## src/rtl/ddr_pair_serializer.sv

```systemverilog
// ddr_pair_serializer: WIDTH-bit words in, one bit pair per fast clock out,
// LSB first. One holding word sits behind the active shift word. A reload
// that finds the holding register empty substitutes IDLE_WORD and flags it.
module ddr_pair_serializer #(
   parameter int               WIDTH     = 10,
   parameter logic [WIDTH-1:0] IDLE_WORD = 10'b1101010100
) (
   input  logic             clock,
   input  logic             reset,
   input  logic [WIDTH-1:0] in_data,
   input  logic             in_valid,
   output logic             in_ready,
   output logic [1:0]       twice,
   output logic             underrun,
   output logic [7:0]       underrun_count
);

   // WIDTH is expected to be even and at least 4, so PAIRS >= 2 and CW >= 1.
   localparam int PAIRS = WIDTH / 2;
   localparam int CW    = $clog2(PAIRS);

   logic [WIDTH-1:0] r_sh;
   logic [CW-1:0]    r_cnt;
   logic [WIDTH-1:0] r_hold;
   logic             r_hold_full;
   logic [1:0]       r_twice;
   logic             r_underrun;
   logic [7:0]       r_ucnt;

   logic             w_last;
   logic             w_accept;
   logic [1:0]       w_pair;

   assign w_last   = (r_cnt == CW'(PAIRS - 1));
   // The holding slot frees up on the last pair because the reload edge
   // empties it at the same time the new word is written.
   assign in_ready = !r_hold_full || w_last;
   assign w_accept = in_valid && in_ready;

   // Pick the pair of the active word addressed by the pair index.
   always_comb begin
      w_pair = r_sh[{r_cnt, 1'b0} +: 2];
   end

   // Pair index and the registered pair feeding the ddr primitive.
   always_ff @(posedge clock or posedge reset) begin
      if (reset) begin
         r_cnt   <= '0;
         r_twice <= 2'b00;
      end else begin
         r_twice <= w_pair;
         r_cnt   <= w_last ? '0 : r_cnt + CW'(1);
      end
   end

   // Active word reload and holding register. There is no bypass: a word
   // accepted on the same edge as an empty-hold reload waits one full word.
   always_ff @(posedge clock or posedge reset) begin
      if (reset) begin
         r_sh        <= IDLE_WORD;
         r_hold      <= '0;
         r_hold_full <= 1'b0;
      end else begin
         if (w_last) begin
            r_sh <= r_hold_full ? r_hold : IDLE_WORD;
         end
         if (w_accept) begin
            r_hold      <= in_data;
            r_hold_full <= 1'b1;
         end else if (w_last) begin
            r_hold_full <= 1'b0;
         end
      end
   end

   // Starvation pulse and saturating substitution counter.
   always_ff @(posedge clock or posedge reset) begin
      if (reset) begin
         r_underrun <= 1'b0;
         r_ucnt     <= 8'd0;
      end else begin
         r_underrun <= w_last && !r_hold_full;
         if (w_last && !r_hold_full && r_ucnt != 8'hFF) begin
            r_ucnt <= r_ucnt + 8'd1;
         end
      end
   end

   assign twice          = r_twice;
   assign underrun       = r_underrun;
   assign underrun_count = r_ucnt;

endmodule
```

## config.mk

```make
export PLATFORM = sky130hd
export DESIGN_NAME = ddr_pair_serializer
export DESIGN_NICKNAME = d
export VERILOG_FILES = /design/src/rtl/ddr_pair_serializer.sv
export SDC_FILE = /design/constraint.sdc
export NUM_CORES = 1
export LEC_CHECK = 0
export ABC_AREA = 1
export BUFFER_PORTS_ARGS = -buffer_cell sky130_fd_sc_hd__buf_2
export CORE_UTILIZATION = 35
export CTS_CLUSTER_DIAMETER = 50
export DETAILED_ROUTE_END_ITERATION = 12
export PLACE_DENSITY_LB_ADDON = 0.1
export SYNTH_ARGS = -nofsm -noshare
export SYNTH_HDL_FRONTEND = slang
export SYNTH_SLANG_ARGS = --single-unit
```

## constraint.sdc

```tcl
create_clock -name clock -period 3.1 [get_ports clock]
set_clock_uncertainty 0.2 [all_clocks]
set_input_delay 0.62 -clock clock [delete_from_list [all_inputs] [get_ports clock]]
set_output_delay 0.62 -clock clock [all_outputs]
set_load 0.005 [all_outputs]
```

# [After elaboration in Yosys (flattened, before gate mapping)]
# Cells that the tools add are included.
[op_classes] n_addsub=2 multipliers=0 n_div=0 magnitude_cmp=0 n_eq_ne=2 shifts=1 mux=4 bitwise_logic=0 n_reduce_logical=6
[ops] cell="two-way mux 10 bit" n=1
[ops] cell="variable part select 10 x 5 -> 2 bit" n=1
[ops] cell="adder 8 x 1 -> 8 bit, second input constant" n=1
[ops] cell="inequality test 8 bit, second input constant" n=1
[ops] cell="adder 3 x 1 -> 3 bit, second input constant" n=1
[ops] cell="equality test 3 bit, second input constant" n=1
[ops] cell="logical AND 1 bit" n=3
[ops] cell="two-way mux 3 bit" n=1
[ops] cell="two-way mux 1 bit" n=2
[ops] cell="nonzero test 2 bit" n=1
[ops] cell="logical NOT 1 bit" n=1
[ops] cell="logical OR 1 bit" n=1
[word_totals] regBits=35 latch_bits=0 ramBits=0 romBits=0 input_bits=13 output_inout_bits=12 elab_cells=22 memories=0

# [Logic depth before layout (Yosys ltp)]
# Gate-level depths: netlist of the first run.
[logic_depth] depth_word=4 ltp_mapped=8 depth_no_buf=8

# [Least setup slack after synthesis of the first run]
# OpenSTA, ideal clock, no wires.
[synth_path] path_type="reg2out" start="reg r_cnt[0]" end="out in_ready" arrival_time_ns=1.111 t_required_ns=2.280 slack_ns=1.169 path_stages_with_launch=6 path_cell_list="dfrtp_1 inv_1 ha_1 nand2_2 nand2_2 buf_4"
[synth_via] elab_chain_cells=2
[synth_lines] element="start: declaration" line="23" text="logic [CW-1:0] r_cnt;"
[synth_lines] element="start signal: assignment" line="52" text="r_cnt <= w_last ? '0 : r_cnt + CW'(1);"
[synth_lines] element="equality test 3 bit" line="34" text="assign w_last = (r_cnt == CW'(PAIRS - 1));"
[synth_lines] element="logical OR 1 bit" line="37" text="assign in_ready = !r_hold_full || w_last;"
[synth_lines] element="end: declaration" line="12" text="output logic in_ready,"
# Every way passes these cells.

# [Worst setup path in the final report of the first run]
# Ends and elaborated chain as after synthesis.

==> key figures, run 1 <==
Synth
  • Synthesized area: 1610 um2
  • Syn avg cell area: 8.47 um2
  • #FFs+latches synth: 35
  • Yosys Warn Count: 0
  • Yosys cell types: 23
  • Syn_nets: 206
  • Register area share after synthesis: 54.8%
  • Synth Instances: 190

Pwr
  • Net load switching power: 0.284 mW
  • Seq pwr share: 47.6%
  • Pwr/cell area: 617 nW/um2
  • Int Power: 0.895 mW
  • Total power: 1.18 mW
  • Comb pwr share: 10.5%
  • Worst vdd ir: 278 uV
  • Total leakage power: 0.994 nW
  • Net Sw Frac: 24.1%
  • Clock share of power: 41.9%

Status
  • Status: completed

Worst hold path
  • HP Class: in -> async

Placed design
  • GP Congestion: 0.819
  • Buffers on Ports: 24
  • DP Cell Count: 263
  • Post-detail-place hpwl: 2270 um
  • Pre-CTS setup slack: 818 ps

CTS
  • Postcts setup bufs: 0
  • Skew-Pair Late Insertion Delay: 290 ps
  • Num CTS Buffers: 5
  • CTS tree: built
  • Clock Path Buffers: 2
  • Cts repair resizes: 0
  • Register clock-pin slew on the reported worst setup and hold paths: 70 ps
  • Clock root buffer master: clkbuf_8
  • CTS Hold Bufs: 0
  • CTS Sinks: 35
  • H-tree lvl count: 2

Floorplanning
  • Row count: 24
  • Core Area: 4380 um2
  • Die Y: 69.8 um
  • Die area: 4870 um2
  • Initial core utilization: 36.7%
  • Top Ports: 25
  • Die Width: 69.8 um

Worst setup path
  • Crit path kind: reg -> out
  • WP data arrival: 1790 ps
  • R2r worst-path depth: 7
  • CP Capture Type: output port
  • Critical path launch point: r_cnt[0]$_DFF_PP0_
  • CP Launch Type: register
  • R2R Path End: r_hold[7]$_DFFE_PP0P_
  • Reg-to-reg startpoint: r_cnt[0]$_DFF_PP0_
  • Required time of the critical path: 2280 ps
  • R2R Setup Slk: 1010 ps
  • Worst setup path endpoint: in_ready
  • CP max FO: 18

Finish
  • N_diodes: 0
  • Layout cell share with drive strength beyond 1: 22.8%
  • Most frequent cells in the layout: 68 x nand2_1, 30 x dfrtp_1, 24 x nand3_1, 24 x buf_2
  • Leading cell type in the layout, fill and taps excluded: nand2_1
  • P&R area growth vs syn: 18.7%
  • Fin cells: 271
  • Final Net Count: 234
  • Final Util: 43.6%

Route
  • Drt wl/cell: 11.4 um
  • Via count: 1274
  • Pre-antenna DRT Iters: 4
  • Residual DRC count: 0
  • Initial DRC Count: 33
  • Final wirelength: 3100 um
  • Via density: 4.70
  • Final antenna-violating net count: 0

GRT
  • Largest net degree at the start of global routing: 36
  • Initial antenna violation count: 0
  • Gr ovfl total: 0
  • GRT Util Overall: 14.7%
  • First-pass GRT wire length: 5550 um
  • Vias in the first global route: 1258

Flow run
  • Max capacitance violation total: 0

STA
  • Period utilization: 84.2%
  • Final WS setup: 489 ps
  • Final hold violations: 0
  • Setup TNS Final: 0 ps
  • Highest Clock Rate: 0.383 GHz
  • Slew at the pin closest to its max-slew limit: 437 ps
  • Rel. slew slack: 70.9%
  • Period minus WS final: 2610 ps
  • RSZ-0062 raised after global routing: no
  • Final setup violation count: 0
  • Final Max Slew Viols: 0
sequential cells by signal, indices dropped and copies added, names as in the netlist:
signal	count
twice	2
r_hold	10
underrun_count	8
underrun	1
r_sh	10
r_cnt	3
r_hold_full	1
per-layer routing:
| metal | global-route usage [%] | up-vias | part of all wire [%] |
|---|---|---|---|
| li1 | - | 655 | - |
| met1 | 18.5 | 589 | 48 |
| met2 | 22.6 | 25 | 46 |
| met3 | 4.51 | 5 | 4.3 |
| met4 | 7.33 | 0 | 1.8 |
| met5 | 0 | - | 0 |
worst min-delay path by stage:
stage                     slack (ps)                             to                  start  depth (start not counted)
after floorplan                  240          r_hold[8]$_DFFE_PP0P_  r_hold[8]$_DFFE_PP0P_                          2
after global placement           260          r_hold[9]$_DFFE_PP0P_  r_hold[9]$_DFFE_PP0P_                          2
after detailed placement         260          r_hold[2]$_DFFE_PP0P_  r_hold[2]$_DFFE_PP0P_                          2
after CTS                        220        r_hold_full$_DFFE_PP0P_                  reset                          3
after global routing             250        r_hold_full$_DFFE_PP0P_                  reset                          3
final                            210  underrun_count[1]$_DFFE_PP0P_                  reset                          3
synthesized netlist by cell type:
cell type	number	share of area (%)
o21ai_1	1	0.31
o21ai_0	15	4.7
buf_2	1	0.31
inv_2	3	0.70
nand2_2	4	1.6
o21bai_1	1	0.47
nand4_1	1	0.39
nand2_4	1	0.70
buf_6	1	0.70
nor2_1	8	1.9
dfstp_2	5	8.2
ha_1	3	2.3
inv_1	15	3.5
nor2_2	2	0.78
dfrtp_1	30	47
nand3_1	24	7.5
nand3b_1	1	0.47
nor2_4	1	0.70
nand2_1	68	16
nand3_2	1	0.62
xnor2_1	2	1.1
clkbuf_1	1	0.23
buf_4	1	0.47
logic make-up after synthesis:
family	after synthesis	share of synthesized area, %
AO/OA/AOI/OAI	17	5.44
adder cells (fa/ha/maj)	3	2.33
buffers and inverters	22	5.91
XOR/XNOR	2	1.09
AND/OR/NAND/NOR	111	30.4
flip-flops	35	54.8
power by group through the flow:
| stage | Sequential [mW] | Combinational [mW] | Clock (mW) |
|---|---|---|---|
| after global placement | 0.569 | 0.123 | 0 |
| after floorplan | 0.562 | 0.0826 | 0 |
| after CTS | 0.562 | 0.128 | 0.504 |
| after global routing | 0.571 | 0.147 | 0.521 |
| after detailed placement | 0.570 | 0.127 | 0 |
| final | 0.561 | 0.124 | 0.494 |
per-stage QoR:
step | area [um2] | hold WS, ps
after floorplan | 1610 | 237
after global placement | 1770 | 260
after detailed placement | 1770 | 261
after CTS | 1910 | 223
after global routing | 1910 | 249
final | 1910 | 208
critical path: stages (launching register included):
cell	delay, ps
dfrtp_1	450
inv_1	150
ha_1	260
nand2_2	240
nand2_2	220
buf_2	180
area by class of cell:
type / count / area [um2]
fill: 474 / 2470
clock buffer: 5 / 68.8
tap: 52 / 65.1
clock inverter: 3 / 67.6
multi-input combinational: 133 / 632
inverter: 18 / 67.6
sequential: 35 / 882
timing repair buffer: 25 / 128
Power figures use the tool's default switching activity.
==> inputs of run 2 (changes only) <==
--- a/config.mk
+++ b/config.mk
@@ -5,7 +5,7 @@
 export SDC_FILE = /design/constraint.sdc
 export NUM_CORES = 1
 export LEC_CHECK = 0
-export ABC_AREA = 1
+export ABC_AREA = 0
 export BUFFER_PORTS_ARGS = -buffer_cell sky130_fd_sc_hd__buf_2
 export CORE_UTILIZATION = 35
 export CTS_CLUSTER_DIAMETER = 50
==> constraint.sdc (replaced) <==
create_clock -name clock -period 2.7 [get_ports clock]
set_clock_uncertainty 0.2 [all_clocks]
set_input_delay 0.54 -clock clock [delete_from_list [all_inputs] [get_ports clock]]
set_output_delay 0.54 -clock clock [all_outputs]
set_load 0.005 [all_outputs]
==> key figures, run 2 <==
Status
  • Status: completed

Pwr
  • Net load switching power: 0.273 mW
  • Int Power: 0.822 mW
  • Total leakage power: 0.873 nW
  • Clock share of power: 35.2%
  • Pwr/cell area: 608 nW/um2
  • Seq pwr share: 56.3%
  • Worst vdd ir: 295 uV
  • Net Sw Frac: 24.9%
  • Comb pwr share: 8.5%

CTS
  • Register clock-pin slew on the reported worst setup and hold paths: 80 ps
  • CTS Sinks: 35
  • Clock root buffer master: clkbuf_8
  • CTS tree: built
  • Clock Path Buffers: 2
  • H-tree lvl count: 2
  • Postcts setup bufs: 0
  • Cts repair resizes: 0
  • Skew-Pair Late Insertion Delay: 280 ps
  • CTS Hold Bufs: 0
  • Num CTS Buffers: 5

Route
  • Metal-1 WL: 1250 um
  • Routed wl met3: 114 um
  • Pre-antenna DRT Iters: 4
  • Final antenna-violating net count: 0
  • Final wirelength: 2640 um
  • Residual DRC count: 0
  • Via count: 1010
  • Met2 WL: 1250 um
  • Top sig layer: met4
  • Via density: 4.76
  • Drt wl/cell: 12.5 um
  • Initial DRC Count: 37

Finish
  • Layout cell share with drive strength beyond 1: 34.6%
  • Fillcell total: 407
  • Leading cell type in the layout, fill and taps excluded: dfrtp_1
  • Most frequent cells in the layout: 30 x dfrtp_1, 24 x buf_2, 19 x nand2_1
  • Final Net Count: 177
  • Storage element area: 882 um2
  • Area of the multi-input gates: 596 um2
  • N_diodes: 0
  • P&R area growth vs syn: 16.2%

Worst setup path
  • CP Launch Type: register
  • Crit path kind: reg -> out
  • CP Capture Type: output port
  • WP data arrival: 1720 ps
  • Required time of the critical path: 1960 ps
  • CP max FO: 8

STA
  • Final Max Slew Viols: 0
  • Final WS setup: 237 ps
  • Period utilization: 91.2%
  • Rel. slew slack: 53.5%
  • Final hold violations: 0
  • Setup TNS Final: 0 ps
  • Final setup violation count: 0
  • Final hold slack: 151 ps
  • RSZ-0062 raised after global routing: no
  • Slew at the pin closest to its max-slew limit: 697 ps
  • Highest Clock Rate: 0.406 GHz
  • Period minus WS final: 2460 ps

Synth
  • #FFs+latches synth: 35
  • Synth top area share: 48.5%
  • Synth Instances: 134
  • Synth area leader: dfrtp_1
  • Yosys Warn Count: 0
  • Asr flop ratio synth: 100%
  • Number of synthesized flops with an enable pin: 0
  • Dominant synthesized flop cell: dfrtp_1
  • Most common library cells after synthesis: 30 x dfrtp_1, 19 x nand2_1, 13 x mux2_2, 9 x nor2_1, 8 x inv_1
  • Syn avg cell area: 11.6 um2
  • Yosys cell types: 30
  • Top cells by area, synth: dfrtp_1 49%, mux2_2 9.5%, dfstp_2 8.5%
  • Syn_nets: 150
  • Most numerous cell in the Yosys netlist: dfrtp_1
  • Synthesized area: 1550 um2
  • Register area share after synthesis: 57.0%

GRT
  • GRT Util Overall: 13.8%
  • Largest net degree at the start of global routing: 21
  • First-pass GRT wire length: 4510 um
  • Gr ovfl total: 0
  • Initial antenna violation count: 0
  • Vias in the first global route: 984

Placed design
  • Pre-CTS setup slack: 533 ps
  • Post-detail-place hpwl: 1980 um
  • Buffers on Ports: 24
  • GP Congestion: 0.766

Worst hold path
  • HP Class: in -> async

Floorplanning
  • Row count: 23
  • Die Y: 68.5 um
  • Die Width: 68.5 um
  • Initial core utilization: 37.6%
  • Top Ports: 25
  • Core Area: 4120 um2
  • Die area: 4690 um2

Flow run
  • Max capacitance violation total: 0
run 2: changes by cell type in the layout (fill, tap and decap cells not counted), sizes merged, moves of 6 or more:
cell   delta
inv      -10
nand2    -53
o21ai    -14
nand3    -18
mux2     +13
a31oi     +6
run 2: path summary, 6_finish.rpt:
| check | startpoint | endpoint | slack [ps] | cells past startpoint |
|---|---|---|---|---|
| worst max-delay path | r_cnt[0]$_DFF_PP0_ | in_ready | 240 | 5 |
| worst min-delay path | reset | r_sh[1]$_DFFE_PP0N_ | 150 | 2 |
| worst max register to register | r_cnt[0]$_DFF_PP0_ | r_hold[6]$_DFFE_PP0P_ | 580 | 6 |
| worst min register to register | r_sh[1]$_DFFE_PP0N_ | r_sh[1]$_DFFE_PP0N_ | 280 | 2 |
| max in group asynchronous | reset | underrun_count[1]$_DFFE_PP0P_ | 1550 | 3 |
| min in group clock | r_sh[1]$_DFFE_PP0N_ | r_sh[1]$_DFFE_PP0N_ | 280 | 2 |
run 2: through the flow:
step | utilization (%) | power [mW] | instances | area, um2
after floorplan | - | 0.685 | 134 | 1550
after global placement | 41.4 | 0.719 | 204 | 1710
after detailed placement | 41.4 | 0.724 | 204 | 1710
after CTS | 43.7 | 1.11 | 212 | 1800
after global routing | 43.7 | 1.16 | 212 | 1800
final | 43.7 | 1.09 | 212 | 1800
run 2: power groups by stage:
stage,combinational [mW],sequential [mW],clock [mW]
after global placement,0.0927,0.627,0
after floorplan,0.0668,0.618,0
after global routing,0.109,0.624,0.423
after CTS,0.0964,0.618,0.398
after detailed placement,0.0960,0.628,0
final,0.0929,0.616,0.385
run 2: area by class of cell:
class,instances,share of cell area (%)
well taps,50,3.48
repair buffers,26,7.51
clock buffers,5,3.82
multi-input cells,85,33.1
inverters,8,1.67
clock inverters,3,1.39
flip-flops and latches,35,49.0
run 2: critical path, cell delays in order (launching register included):
cell	delay (ps)
dfrtp_1	550
inv_1	100
ha_1	250
nand2_1	200
nand2_1	160
buf_2	180
run 2: metal layers:
metal / global-route usage [%] / vias to the layer above
met2: 21.1 / 21
met3: 4.93 / 4
met1: 17.1 / 477
li1: - / 508
met5: 0 / -
met4: 7.03 / 0
run 2: logic make-up after synthesis:
group	synth area share, %
compound gates	4.61
xor+xnor	2.26
simple gates	16.5
flops	57.0
buf+inv	4.53
fa+ha+maj	2.43
mux	12.7
==> inputs of run 3 (changes only) <==
--- a/config.mk
+++ b/config.mk
@@ -11,6 +11,7 @@
 export CTS_CLUSTER_DIAMETER = 50
 export DETAILED_ROUTE_END_ITERATION = 12
 export PLACE_DENSITY_LB_ADDON = 0.1
+export REMOVE_ABC_BUFFERS = 1
 export SYNTH_ARGS = -nofsm -noshare
 export SYNTH_HDL_FRONTEND = slang
 export SYNTH_SLANG_ARGS = --single-unit
==> key figures, run 3 (synthesized netlist as in run 2, its figures left out) <==
Status
  • Status: completed

Route
  • Final wirelength: 2600 um
  • Final antenna-violating net count: 0
  • Initial DRC Count: 48
  • Via density: 4.68
  • Drt wl/cell: 12.3 um
  • Residual DRC count: 0
  • Pre-antenna DRT Iters: 4
  • Via count: 987

CTS
  • Register clock-pin slew on the reported worst setup and hold paths: 80 ps
  • Cts repair resizes: 0
  • Skew-Pair Late Insertion Delay: 290 ps
  • Clock Path Buffers: 2
  • Postcts setup bufs: 0
  • CTS Hold Bufs: 0
  • Clock root buffer master: clkbuf_8
  • H-tree lvl count: 2
  • CTS Sinks: 35
  • Num CTS Buffers: 5
  • CTS tree: built

GRT
  • GRT Util Overall: 13.6%
  • Vias in the first global route: 1004
  • Initial antenna violation count: 0
  • First-pass GRT wire length: 4580 um
  • Gr ovfl total: 0
  • Largest net degree at the start of global routing: 36

STA
  • Final hold slack: 132 ps
  • Period minus WS final: 2480 ps
  • Final hold violations: 0
  • Final Max Slew Viols: 0
  • Setup TNS Final: 0 ps
  • Slew at the pin closest to its max-slew limit: 539 ps
  • Rel. slew slack: 64.1%
  • Period utilization: 91.9%
  • Final WS setup: 219 ps
  • RSZ-0062 raised after global routing: no
  • Highest Clock Rate: 0.403 GHz
  • Final setup violation count: 0

Finish
  • Fillcell total: 407
  • Storage element area: 882 um2
  • Area of the multi-input gates: 596 um2
  • Layout cell share with drive strength beyond 1: 34.2%
  • Fin cells: 211
  • N_diodes: 0
  • Final Net Count: 176
  • Most frequent cells in the layout: 30 x dfrtp_1, 24 x buf_2, 19 x nand2_1
  • P&R area growth vs syn: 17.2%
  • Leading cell type in the layout, fill and taps excluded: dfrtp_1

Floorplanning
  • Die area: 4690 um2
  • Die Width: 68.5 um
  • Top Ports: 25
  • Die Y: 68.5 um
  • Row count: 23
  • Core Area: 4120 um2
  • Initial core utilization: 37.6%

Worst setup path
  • Crit-path max cell delay: 540 ps
  • Crit-path slowest cell: dfrtp_1
  • CP Launch Type: register
  • R2R Setup Slk: 560 ps
  • CP Capture Type: output port
  • Crit-path most repeated cell: nand2_1
  • Worst-path cell chain: inv_1 -> ha_1 -> nand2_1 -> nand2_1 -> buf_2
  • Crit path kind: reg -> out
  • R2r worst-path depth: 6
  • CP max FO: 8
  • Required time of the critical path: 1960 ps
  • WP data arrival: 1740 ps

Placed design
  • GP Congestion: 0.726
  • Pre-CTS setup slack: 511 ps
  • DP Cell Count: 203
  • Post-detail-place hpwl: 1840 um
  • Buffers on Ports: 24

Pwr
  • Pwr/cell area: 654 nW/um2
  • Total leakage power: 0.882 nW
  • Worst vdd ir: 263 uV
  • Total power: 1.19 mW

Flow run
  • Max capacitance violation total: 0

Worst hold path
  • HP Class: in -> async
[run 3: cell count changes in the layout (fill, tap and decap cells not counted)]
cell	before	now
inv_6	0	1
bufinv_16	0	1
clkinv_4	2	1
clkinvlp_4	1	0
buf_4	2	1
[run 3: cell type report]
class / instances / area share [%]
multi-input cells: 85 / 32.8
flip-flops and latches: 35 / 48.6
clock inverters: 3 / 2.62
repair buffers: 25 / 7.03
inverters: 8 / 1.66
well taps: 50 / 3.45
clock buffers: 5 / 3.79
[run 3: critical path, delay by kind of cell, from the launching register on]
family | cells | cell delay (ps)
adder cells (fa/ha/maj) | 1 | 240
buffers and inverters | 2 | 290
flip-flops | 1 | 540
AND/OR/NAND/NOR | 2 | 380
[run 3: through the flow]
stage | util (%) | instance area [um2]
6_report | 44.1 | 1810
5_1_grt | 44.1 | 1810
4_1_cts | 44.1 | 1810
3_5_place_dp | 41.3 | 1700
3_3_place_gp | 41.3 | 1700
2_1_floorplan | - | 1510
[run 3: worst paths after layout]
path / start / end
hold reg to reg: r_sh[7]$_DFFE_PP0N_ / r_sh[7]$_DFFE_PP0N_
hold / removal: reset / r_hold[9]$_DFFE_PP0P_
setup / recovery: r_cnt[0]$_DFF_PP0_ / in_ready
setup reg to reg: r_cnt[0]$_DFF_PP0_ / r_hold[5]$_DFFE_PP0P_
max in group asynchronous: reset / r_sh[4]$_DFFE_PP1N_
min in group clock: r_sh[7]$_DFFE_PP0N_ / r_sh[7]$_DFFE_PP0N_
[run 3: where the power goes]
part	total [mW]	internal, mW	switching (mW)
registers	0.616	0.586	0.0301
clock network	0.479	0.280	0.199
logic	0.0920	0.0504	0.0416
[run 3: routing by layer]
metal | vias to the layer above | global-route usage [%] | wire (um)
li1 | 502 | - | -
met1 | 461 | 17.2 | 1220
met2 | 18 | 21.3 | 1220
met3 | 6 | 4.44 | 126
met4 | 0 | 5.47 | 37
met5 | - | 0 | 0
